File: src/rtl/ps2_pkg.sv
// Shared definitions for the PS/2 host-side blocks: transmitter states,
// common keyboard command bytes and frame/parity helpers.
package ps2_pkg;

    typedef enum logic [2:0] {
        IDLE      = 3'd0,
        INHIBIT   = 3'd1,
        RTS       = 3'd2,
        SEND      = 3'd3,
        ACK       = 3'd4,
        WAIT_IDLE = 3'd5
    } ps2_state_e;

    localparam logic [7:0] PS2_CMD_SET_LEDS = 8'hED;
    localparam logic [7:0] PS2_CMD_ECHO     = 8'hEE;
    localparam logic [7:0] PS2_CMD_RESET    = 8'hFF;

    // Number of bits shifted out after the start bit: 8 data, parity, stop.
    localparam int PS2_FRAME_BITS = 10;

    // Odd parity: the parity bit makes the total count of ones odd.
    function automatic logic odd_parity(input logic [7:0] data);
        return ~^data;
    endfunction

    // Frame as shifted out LSB first: data, then parity, then stop (1).
    function automatic logic [PS2_FRAME_BITS-1:0] ps2_frame(input logic [7:0] data);
        return {1'b1, odd_parity(data), data};
    endfunction

endpackage

File: src/rtl/ps2_line_sync.sv
// Two-flop synchroniser for the raw PS/2 clock and data pads, plus a
// falling-edge detector on the synchronised clock. Both lines reset to the
// idle (pulled-up) level so no spurious edge is seen after reset.
module ps2_line_sync (
    input  logic clk_i,
    input  logic rst_ni,
    input  logic ps2c_i,
    input  logic ps2d_i,
    output logic ps2c_o,
    output logic ps2d_o,
    output logic ps2c_fall_o
);

    // Bit 0 carries the clock line, bit 1 the data line.
    logic [1:0] meta_q;
    logic [1:0] sync_q;
    logic       clk_prev_q;

    // Synchronise both pads and remember the previous synchronised clock.
    always_ff @(posedge clk_i or negedge rst_ni) begin
        if (!rst_ni) begin
            meta_q     <= 2'b11;
            sync_q     <= 2'b11;
            clk_prev_q <= 1'b1;
        end else begin
            meta_q     <= {ps2d_i, ps2c_i};
            sync_q     <= meta_q;
            clk_prev_q <= sync_q[0];
        end
    end

    assign ps2c_o      = sync_q[0];
    assign ps2d_o      = sync_q[1];
    assign ps2c_fall_o = clk_prev_q & ~sync_q[0];

endmodule

File: src/rtl/ps2_host_tx.sv
// Host-to-device PS/2 command transmitter. Performs the request-to-send
// handshake (clock inhibit, start bit), shifts out data/parity/stop on the
// device's falling clock edges, checks the device acknowledge and waits for
// the bus to return idle. Pads are driven through open-drain pull-low enables.
module ps2_host_tx
    import ps2_pkg::*;
#(
    parameter int INHIBIT_CYCLES = 6_000,
    parameter int TIMEOUT_CYCLES = 1_000_000
) (
    input  logic       CLK,
    input  logic       RST_N,
    input  logic       tx_valid,
    input  logic [7:0] tx_data,
    output logic       tx_ready,
    input  logic       ps2c_in,
    input  logic       ps2d_in,
    output logic       ps2c_drive_low,
    output logic       ps2d_drive_low,
    output logic       tx_done,
    output logic       tx_err
);

    // One counter serves both the inhibit interval and the transfer timeout.
    localparam int CNT_MAX = (TIMEOUT_CYCLES > INHIBIT_CYCLES) ? TIMEOUT_CYCLES : INHIBIT_CYCLES;
    localparam int CNT_W   = $clog2(CNT_MAX + 1);
    localparam logic [CNT_W-1:0] CNT_ONE      = CNT_W'(1);
    localparam logic [CNT_W-1:0] INHIBIT_LAST = CNT_W'(INHIBIT_CYCLES - 1);
    // The counter is 0 in the first cycle of RTS, so the error pulse lands
    // exactly TIMEOUT_CYCLES cycles after RTS entry.
    localparam logic [CNT_W-1:0] TIMEOUT_LAST = CNT_W'(TIMEOUT_CYCLES - 1);
    localparam logic [3:0]       LAST_BIT     = 4'(PS2_FRAME_BITS - 1);

    ps2_state_e                state_q, state_d;
    logic [CNT_W-1:0]          cnt_q, cnt_d;
    logic [3:0]                bit_cnt_q, bit_cnt_d;
    logic [PS2_FRAME_BITS-1:0] frame_q, frame_d;
    logic                      c_drv_q, c_drv_d;
    logic                      d_drv_q, d_drv_d;
    logic                      done_q, done_d;
    logic                      err_q, err_d;

    logic clk_sync;
    logic dat_sync;
    logic clk_fall;
    logic accept;
    logic timed_out;

    ps2_line_sync u_line_sync (
        .clk_i       (CLK),
        .rst_ni      (RST_N),
        .ps2c_i      (ps2c_in),
        .ps2d_i      (ps2d_in),
        .ps2c_o      (clk_sync),
        .ps2d_o      (dat_sync),
        .ps2c_fall_o (clk_fall)
    );

    // Not ready while a completion pulse is showing, so a new request is
    // taken at the earliest one cycle after tx_done/tx_err.
    assign tx_ready  = (state_q == IDLE) && !done_q && !err_q;
    assign accept    = tx_valid && tx_ready;
    assign timed_out = (cnt_q == TIMEOUT_LAST);

    // State register and all datapath registers.
    always_ff @(posedge CLK or negedge RST_N) begin
        if (!RST_N) begin
            state_q   <= IDLE;
            cnt_q     <= '0;
            bit_cnt_q <= '0;
            frame_q   <= '0;
            c_drv_q   <= 1'b0;
            d_drv_q   <= 1'b0;
            done_q    <= 1'b0;
            err_q     <= 1'b0;
        end else begin
            state_q   <= state_d;
            cnt_q     <= cnt_d;
            bit_cnt_q <= bit_cnt_d;
            frame_q   <= frame_d;
            c_drv_q   <= c_drv_d;
            d_drv_q   <= d_drv_d;
            done_q    <= done_d;
            err_q     <= err_d;
        end
    end

    // Next-state logic: sequencing of inhibit, RTS, bit shifting, ack and idle wait.
    always_comb begin
        state_d   = state_q;
        cnt_d     = cnt_q;
        bit_cnt_d = bit_cnt_q;
        frame_d   = frame_q;
        c_drv_d   = c_drv_q;
        d_drv_d   = d_drv_q;
        done_d    = 1'b0;
        err_d     = 1'b0;

        unique case (state_q)
            IDLE: begin
                c_drv_d = 1'b0;
                d_drv_d = 1'b0;
                if (accept) begin
                    frame_d   = ps2_frame(tx_data);
                    cnt_d     = '0;
                    bit_cnt_d = '0;
                    c_drv_d   = 1'b1;
                    state_d   = INHIBIT;
                end
            end

            INHIBIT: begin
                if (cnt_q == INHIBIT_LAST) begin
                    // Release the clock and present the start bit together.
                    c_drv_d   = 1'b0;
                    d_drv_d   = 1'b1;
                    cnt_d     = '0;
                    bit_cnt_d = '0;
                    state_d   = RTS;
                end else begin
                    cnt_d = cnt_q + CNT_ONE;
                end
            end

            RTS, SEND: begin
                if (timed_out) begin
                    c_drv_d = 1'b0;
                    d_drv_d = 1'b0;
                    err_d   = 1'b1;
                    state_d = IDLE;
                end else begin
                    cnt_d = cnt_q + CNT_ONE;
                    if (clk_fall) begin
                        // Open drain: a 1 bit means release the line.
                        d_drv_d   = ~frame_q[0];
                        frame_d   = {1'b0, frame_q[PS2_FRAME_BITS-1:1]};
                        bit_cnt_d = bit_cnt_q + 4'd1;
                        state_d   = (bit_cnt_q == LAST_BIT) ? ACK : SEND;
                    end
                end
            end

            ACK: begin
                if (timed_out) begin
                    c_drv_d = 1'b0;
                    d_drv_d = 1'b0;
                    err_d   = 1'b1;
                    state_d = IDLE;
                end else begin
                    cnt_d = cnt_q + CNT_ONE;
                    if (clk_fall) begin
                        if (!dat_sync) begin
                            state_d = WAIT_IDLE;
                        end else begin
                            d_drv_d = 1'b0;
                            err_d   = 1'b1;
                            state_d = IDLE;
                        end
                    end
                end
            end

            WAIT_IDLE: begin
                if (timed_out) begin
                    c_drv_d = 1'b0;
                    d_drv_d = 1'b0;
                    err_d   = 1'b1;
                    state_d = IDLE;
                end else begin
                    cnt_d = cnt_q + CNT_ONE;
                    if (clk_sync && dat_sync) begin
                        done_d  = 1'b1;
                        state_d = IDLE;
                    end
                end
            end

            default: begin
                c_drv_d = 1'b0;
                d_drv_d = 1'b0;
                state_d = IDLE;
            end
        endcase
    end

    assign ps2c_drive_low = c_drv_q;
    assign ps2d_drive_low = d_drv_q;
    assign tx_done        = done_q;
    assign tx_err         = err_q;

endmodule

File: config.mk
export PLATFORM = sky130hd
export DESIGN_NAME = ps2_host_tx
export DESIGN_NICKNAME = d
export VERILOG_FILES = /design/src/rtl/ps2_pkg.sv /design/src/rtl/ps2_line_sync.sv /design/src/rtl/ps2_host_tx.sv
export SDC_FILE = /design/constraint.sdc
export NUM_CORES = 1
export LEC_CHECK = 0
export BUFFER_PORTS_ARGS = -buffer_cell sky130_fd_sc_hd__buf_2
export CORE_MARGIN = 1.5
export CORE_UTILIZATION = 55
export CTS_CLUSTER_SIZE = 30
export DETAILED_ROUTE_END_ITERATION = 8
export PLACE_DENSITY = 0.74
export SLEW_MARGIN = 20
export SYNTH_ARGS = -nofsm -noshare
export SYNTH_HDL_FRONTEND = slang
export SYNTH_SLANG_ARGS = --single-unit
File: constraint.sdc
create_clock -name CLK -period 3.5 [get_ports CLK]
set_input_delay 0.7 -clock CLK [delete_from_list [all_inputs] [get_ports CLK]]
set_output_delay 0.7 -clock CLK [all_outputs]
set_load 0.01 [all_outputs]
; Yosys cells after proc, flatten, opt, wreduce, memory -nomap -nowiden
; Index checks and enable logic that the tools add are counted.
[totals]
ff_bits = 46
latchBits = 0
mem_bits_rw = 0
rom_bits = 0
in_bits = 13
output_inout_bits = 5
elab_cells = 98
n_memories = 0
[op_classes]
add_sub_neg = 2
multipliers = 0
div_mod_pow = 0
magnitude_cmp = 0
eq_ne = 19
n_shift = 0
mux = 43
n_bitwise = 3
reduce_logical = 20
[op_table]
columns = op, count
row1 = $mux W20, 3
row2 = $pmux W20 S3, 1
row3 = $mux W10, 3
row4 = $mux W3, 10
row5 = $add A20 B1 Y20 const B, 1
row6 = $eq A20 B13 Y1 const B, 1
row7 = $eq A20 B20 Y1 const B, 1
row8 = $pmux W10 S2, 1
row9 = $mux W1, 16
row10 = $mux W4, 4
row11 = $pmux W3 S5, 1
row12 = $reduce_and A5 Y1, 3
row13 = $ne A2 B2 Y1 const B, 6
row14 = $pmux W4 S3, 1
row15 = $ne A3 B3 Y1 const B, 3
row16 = $reduce_xnor A8 Y1, 1
row17 = $eq A3 B2 Y1 const B, 2
row18 = $eq A3 B3 Y1 const B, 2
row19 = $reduce_bool A3 Y1, 2
row20 = $add A4 B1 Y4 const B, 1
row21 = $eq A4 B4 Y1 const B, 1
row22 = $logic_and A1 B1 Y1, 4
row23 = $pmux W1 S4, 1
row24 = $reduce_and A4 Y1, 1
row25 = other kinds (15), 17

; Logic depth before layout (Yosys ltp)
; Gate-level depths: netlist of run 1.
[logic_depth]
ltp_word = 6
depth_mapped = 8
mapped_depth_nobuf = 7

; Hierarchy
; From an unflattened synthesis of run 1, not the netlist that was laid out.
[hier_totals]
hier_cells = 278
area_unflattened_um2 = 2672.6
[by_module_without_submodules]
columns = mod, instances, cells_per_inst, area_per_inst_um2, seq_area_each_um2
row1 = ps2_host_tx, 1, 272, 2527.4, 1026.0
row2 = ps2_line_sync, 1, 6, 145.1, 131.4

; Worst setup path before layout of run 1
; OpenSTA, ideal clock, no wires.
[synth_path]
kind = register -> register
from = register cnt_q[6]
to = register state_q[0]
setup_time_ps = 125
arrival_ps = 2273
setup_slack_ps = 1102
stages_incl_launch_ff = 6
path_buffers = 0
cell_sequence = dfrtp_1 or4_1 or4_4 or2_4 a22oi_4 mux2_2
[synth_via]
elab_chain_len = 3
elab_cells_between_ends = 11
cone_classes = 6 x eq/ne / 4 x mux / 1 x reduce/logical
[synth_lines]
columns = item, line_no
row1 = from (decl), ps2_host_tx.sv:35  ; logic [CNT_W-1:0] cnt_q, cnt_d;
row2 = from (signal assigned), ps2_host_tx.sv:78  ; cnt_q <= cnt_d;
row3 = $eq A20 B20 Y1 or $eq A20 B13 Y1 (tied branches), "ps2_host_tx.sv:63, ps2_host_tx.sv:113"
row4 = "$ne A3 B3 Y1 (no source line), or another cell as far along", -
row5 = $reduce_and A5 Y1 (no source line) or $pmux W3 S5 (tied branches), -
row6 = to (signal assigned), ps2_host_tx.sv:77  ; state_q <= state_d;
row7 = to (decl), ps2_host_tx.sv:34  ; ps2_state_e state_q, state_d;
; Several ways; a longest one is shown, not always the timed one.
; A chain may end at the register's enable or synchronous reset.

; Worst setup path in the final report of run 1
[layout_path]
from = register cnt_q[6]
to = register state_q[1]
; Same word-level chain as after synthesis.

==> metrics.cfg, run 1 <==
[synth]
ys_seq_elements=46
synth_area_leader_cell=dfrtp_1
syn-instance-count=273
synth_edf_count=0
yosysSeqAreaShare_pct=44.0
syn_avg_cell_area_um2=9.62
netlist_top_cells_area=dfrtp_1 (39%), dfstp_2 (5.0%), o21ai_0 (4.8%)
yosys.area.top_type_share_pct=39.0
ys_warn_count=0
synth_ff_type=dfrtp_1
async_reset_ff_share_pct=100
synth_area_mm2=0.00263
synth.distinct_cells=49
synth_nets=292

[worst_setup_path]
start_kind=flop
worst-path-max-fanout=14
rr_startpoint=cnt_q[6]
end_kind=flop
critical_path.cell_chain=or4_1 -> or4_4 -> nor2_2 -> o31ai_1 -> mux2_2
worstReg2RegEnd=state_q[1]
worstSetupPathType=reg -> reg
arrival_ns=2.70
required_ns=3.69
worst_path_largest_cell_delay_ns=0.58
ff2ff_path_depth=5
timing.reg2reg.setup_slack_ns=0.99
crit_path_top_delay_cell=or4_4

[floorplanning]
dieHeight_um=72.1
coreArea_mm2=0.00447
die_w_um=72.1
num_io_pins=18
start_util_pct=58.7
num_rows=24
die_area_mm2=0.00520

[sta]
finClkSkew_ns=0.00570
worstMarginPinSlew_ns=1.03
finalCriticalPeriod_ns=2.51
period_share_pct=71.7
grt_setup_unrepaired=no
setup_viol=0
slew_headroom_pct=30.7
hold_viol=0
drv_slew=0
fmax_mhz=398
setup_tns_ns=0

[cts]
clock_latency_ns=0.30
cts_buffers=5
hold_buffers=0
tritoncts=yes
htreeDepth=2
cts.clk_slew.worst_paths_ns=0.08
cts_root_buf=clkbuf_8
clock_path_buffers=2
cts.sinks=46
post_cts_buffers=0
cts.repair.resized=0

[finish]
layout_commonest_cell=dfrtp_1
drive_gt1_share_pct=16.6
n_antenna_cell=0
mostFrequentLayoutCells=dfrtp_1 (41), o21ai_0 (25), nand2_1 (20), nor2_1 (20), buf_2 (16)
ff_latch_area_mm2=0.00116
area_growth_pct=10.1
nets=308
final.fill_count=386
multi_input_area_mm2=0.00139
fin_cells=342

[pwr]
ir_worst_vdd_mv=0.430
p_leak_uw=0.00126
powerDensity_mw_per_mm2=779

[run]
cap_violations=0

[global_route]
grt.busiest_layer=met2
gr-usage-met2_pct=34.8
grt_pass1_vias=1984
grt_remaining_overflow=0
antenna_found_initial=0
grt_max_degree=47
met3_usage_pct=5.28
grt_pass1_wl_um=9280
grt_use_total_pct=22.9
grt_use_met1_pct=32.4

[detailed_routing]
vias=2094
firstDrtPassIters=4
antenna_left=0
drcViolationCount=0
wl_per_cell_um=15.9
finalWirelength_um=5450
viasPerCell=6.12
drt-initial-drc-count=127

[placement]
place.gp.congestion=0.906
placed_cells=334
io_buffers=17
hpwl_um=3750

[outcome]
outcome=complete, no violations

[worst_hold_path]
min_delay_worst_endpoint=u_line_sync.sync_q[0]
min-delay-start=u_line_sync.meta_q[0]
hold_depth=0
min_path_type=reg -> reg

how the worst max path moves through the flow:
stage,slack (ns),cells past startpoint,startpoint,end
after floorplan,1.10,5,cnt_q[6],state_q[0]
after CTS,1.0,5,cnt_q[6],state_q[1]
after detailed placement,0.91,7,tx_valid,cnt_q[3]
after global placement,0.95,7,tx_valid,cnt_q[3]
after global routing,0.74,6,state_q[2],frame_q[4]
final,0.99,5,cnt_q[6],state_q[1]
power by group:
part | total (uW) | leakage (uW) | switching, uW | internal [uW]
Sequential | 800 | 0.000587 | 132 | 669
Clock | 487 | 0.0000714 | 183 | 305
Combinational | 965 | 0.000598 | 573 | 392
Total | 2250 | 0.00126 | 887 | 1360
synth_stat cells, drive strengths merged (2+ instances only):
cell type,count
xor2,9
and3,3
inv,7
o31ai,3
a31oi,2
o211ai,4
or3,8
nand2b,4
nand3,15
xnor2,11
dfrtp,41
and4,4
nor2,21
o311ai,2
nor2b,3
nor3b,2
a21oi,14
o21bai,2
nand4,7
nor3,5
clkbuf,8
nand2,20
mux2i,10
mux2,5
nor4,3
and2,2
dfstp,5
ha,6
buf,3
or4,6
o21ai,25
critical path: cells and delay by family (launching register included):
family          cells  cell delay, ns
mux                 1            0.27
simple gates        3            1.56
flops               1            0.44
compound gates      1            0.13
registers in the layout (all words and copies together), names as in the netlist:
signal / flops
tx_done: 1
frame_q: 10
u_line_sync.meta_q: 2
ps2d_drive_low: 1
cnt_q: 20
bit_cnt_q: 4
u_line_sync.clk_prev_q: 1
u_line_sync.sync_q: 2
ps2c_drive_low: 1
state_q: 3
tx_err: 1
per-layer routing:
metal / wire [um] / vias to the layer above
li1: - / 1022
met1: 2570 / 1010
met2: 2540 / 53
met3: 272 / 9
met4: 70 / 0
met5: 0 / -
area by class of cell:
| cell class | instances | share of cell area (%) |
|---|---|---|
| clock inverters | 2 | 2.08 |
| inverters | 8 | 1.04 |
| well taps | 52 | 2.25 |
| multi-input cells | 208 | 48.0 |
| clock buffers | 6 | 2.85 |
| repair buffers | 20 | 3.81 |
| flip-flops and latches | 46 | 40.0 |
metrics by stage:
step	util (%)	instance area, um2	worst slack [ns]	total power, uW	hold WS [ns]
floorplan	-	2630	1.10	1520	0.345
global placement	61.4	2750	0.953	1730	0.347
detailed placement	61.4	2750	0.906	1770	0.347
CTS	64.6	2890	0.995	2260	0.360
global route	64.7	2890	0.739	2430	0.364
finish	64.7	2890	0.990	2250	0.358
kinds of logic after synthesis:
| logic type | count (synthesis) | share of synthesized area, % |
|---|---|---|
| AO/OA/AOI/OAI | 58 | 14.3 |
| flip-flops | 46 | 44.0 |
| adder cells (fa/ha/maj) | 6 | 2.86 |
| multiplexers | 15 | 5.95 |
| buffers and inverters | 19 | 3.14 |
| XOR/XNOR | 20 | 6.67 |
| AND/OR/NAND/NOR | 109 | 23.0 |
No activity file was read; power rests on OpenSTA's default activity.
==> run 2, diff against run 1 <==
Clock period 3.5 ns to 2.4 ns, I/O delays scaled along.
==> run 2 against run 1 <==
Against the previous run: highest routed layer unchanged; largest cell class unchanged; critical endpoint unchanged; die area unchanged; cell area rose by 5.1%; register-to-register slack got worse by 0.98 ns; wire length is 3.5% higher; cell count up 6.1%; clock skew up 0.0042 ns.
==> metrics.cfg, run 2 (synthesis gave the netlist of run 1 again) <==
[detailed_routing]
vias=2169
drcViolationCount=0
drt-initial-drc-count=202
finalWirelength_um=5640
antenna_left=0
firstDrtPassIters=4
viasPerCell=5.98
wl_per_cell_um=15.5

[finish]
top_regs=cnt_q: 20 flops, frame_q: 10 flops, bit_cnt_q: 4 flops
layout_commonest_cell=dfrtp_1
multi_input_area_mm2=0.00140
final.fill_count=329
top_register=cnt_q
drive_gt1_share_pct=22.5
area_growth_pct=15.8
largest_reg_flops=20
ff_latch_area_mm2=0.00116
fin_util_pct=68.0
nets=329
n_antenna_cell=0
mostFrequentLayoutCells=dfrtp_1 (41), o21ai_0 (25), buf_4 (21)

[cts]
cts_root_buf=clkbuf_8
htreeDepth=2
clock_path_buffers=2
cts.sinks=46
clock_latency_ns=0.30
tritoncts=yes
cts.clk_slew.worst_paths_ns=0.08
hold_buffers=0
cts_buffers=5

[pwr]
p_leak_uw=0.00136
ir_worst_vdd_mv=0.779
powerDensity_mw_per_mm2=1100

[placement]
pre_cts_slack_ns=0.0412
io_buffers=17
hpwl_um=4050
place.gp.congestion=0.810

[global_route]
grt_pass1_wl_um=9440
grt_max_degree=39
grt_pass1_vias=2072
grt_remaining_overflow=0
grt_use_total_pct=23.2
antenna_found_initial=0

[worst_setup_path]
required_ns=2.59
start_kind=flop
worst-path-max-fanout=4
arrival_ns=2.57
worstSetupPathType=reg -> reg
end_kind=flop

[floorplanning]
coreArea_mm2=0.00447
dieHeight_um=72.1
die_w_um=72.1
start_util_pct=58.7
die_area_mm2=0.00520
num_rows=24
num_io_pins=18

[outcome]
outcome=complete, no violations

[sta]
setup_viol=0
setup_ws_ns=0.0127
hold_viol=0
grt_setup_unrepaired=yes
fmax_mhz=419
finClkSkew_ns=0.00985
period_share_pct=99.5
worstMarginPinSlew_ns=0.846
drv_slew=0
slew_headroom_pct=43.6
finalCriticalPeriod_ns=2.39

[worst_hold_path]
min_path_type=in -> async

[run]
cap_violations=0

run 2: cell types whose count changed in the layout (fill, tap and decap cells not counted), sizes merged:
cell | previous run | this run
buf | 20 | 41
bufinv | 2 | 1
clkinv | 1 | 3
clkbuf | 6 | 5
run 2: cell type report:
cell class	instances	share of cell area [%]
Tap cell	52	2.14
Sequential cell	46	38.1
Timing Repair Buffer	41	9.17
Clock inverter	3	1.32
Inverter	8	0.987
Clock buffer	5	2.26
Multi-Input combinational cell	208	46.1
run 2: path summary, 6_finish.rpt:
kind	start	end	slack (ns)	cells past startpoint
worst max-delay path	cnt_q[7]	state_q[1]	0.01	5
worst min-delay path	RST_N	cnt_q[17]	0.28	1
worst max register to register	cnt_q[7]	state_q[1]	0.01	5
worst min register to register	u_line_sync.meta_q[0]	u_line_sync.sync_q[0]	0.36	0
max in group asynchronous	RST_N	bit_cnt_q[1]	1.45	2
min in group CLK	ps2c_in	u_line_sync.meta_q[0]	0.28	1
run 2: report_power, final:
group	total (uW)	switching (uW)	leakage [uW]	internal, uW
clock network	562	256	0.0000579	306
logic	1620	905	0.000711	714
registers	1150	177	0.000587	976
total	3330	1340	0.00136	2000
run 2: critical path, stage by stage (launching register included):
cell	delay, ns
dfrtp_1	0.39
or4b_1	0.54
or4_4	0.51
or2_4	0.27
a22oi_4	0.21
mux2_2	0.36
run 2: through the flow:
stage	power (uW)	instances	hold WS [ns]	area, um2	setup TNS [ns]
CTS	3310	362	0.275	3020	0
global route	3560	363	0.262	3040	-0.138
detailed placement	2730	354	0.347	2910	0
floorplan	2220	273	0.184	2630	0
finish	3330	363	0.280	3040	0
global placement	2690	354	0.347	2910	0
run 2: timing repair:
item	in CTS	in global routing
setup endpoints to repair	0	10
gates resized for setup	0	4
setup buffers	0	0
run 2: routing by layer:
layer | wire length, um | up-vias | part of all wire, % | GRT usage (%)
met5 | 0 | - | 0 | 0
met4 | 89 | 0 | 1.6 | 7.97
met3 | 208 | 13 | 3.7 | 5.56
met2 | 2630 | 53 | 47 | 37.0
li1 | - | 1067 | - | -
met1 | 2720 | 1036 | 48 | 31.3
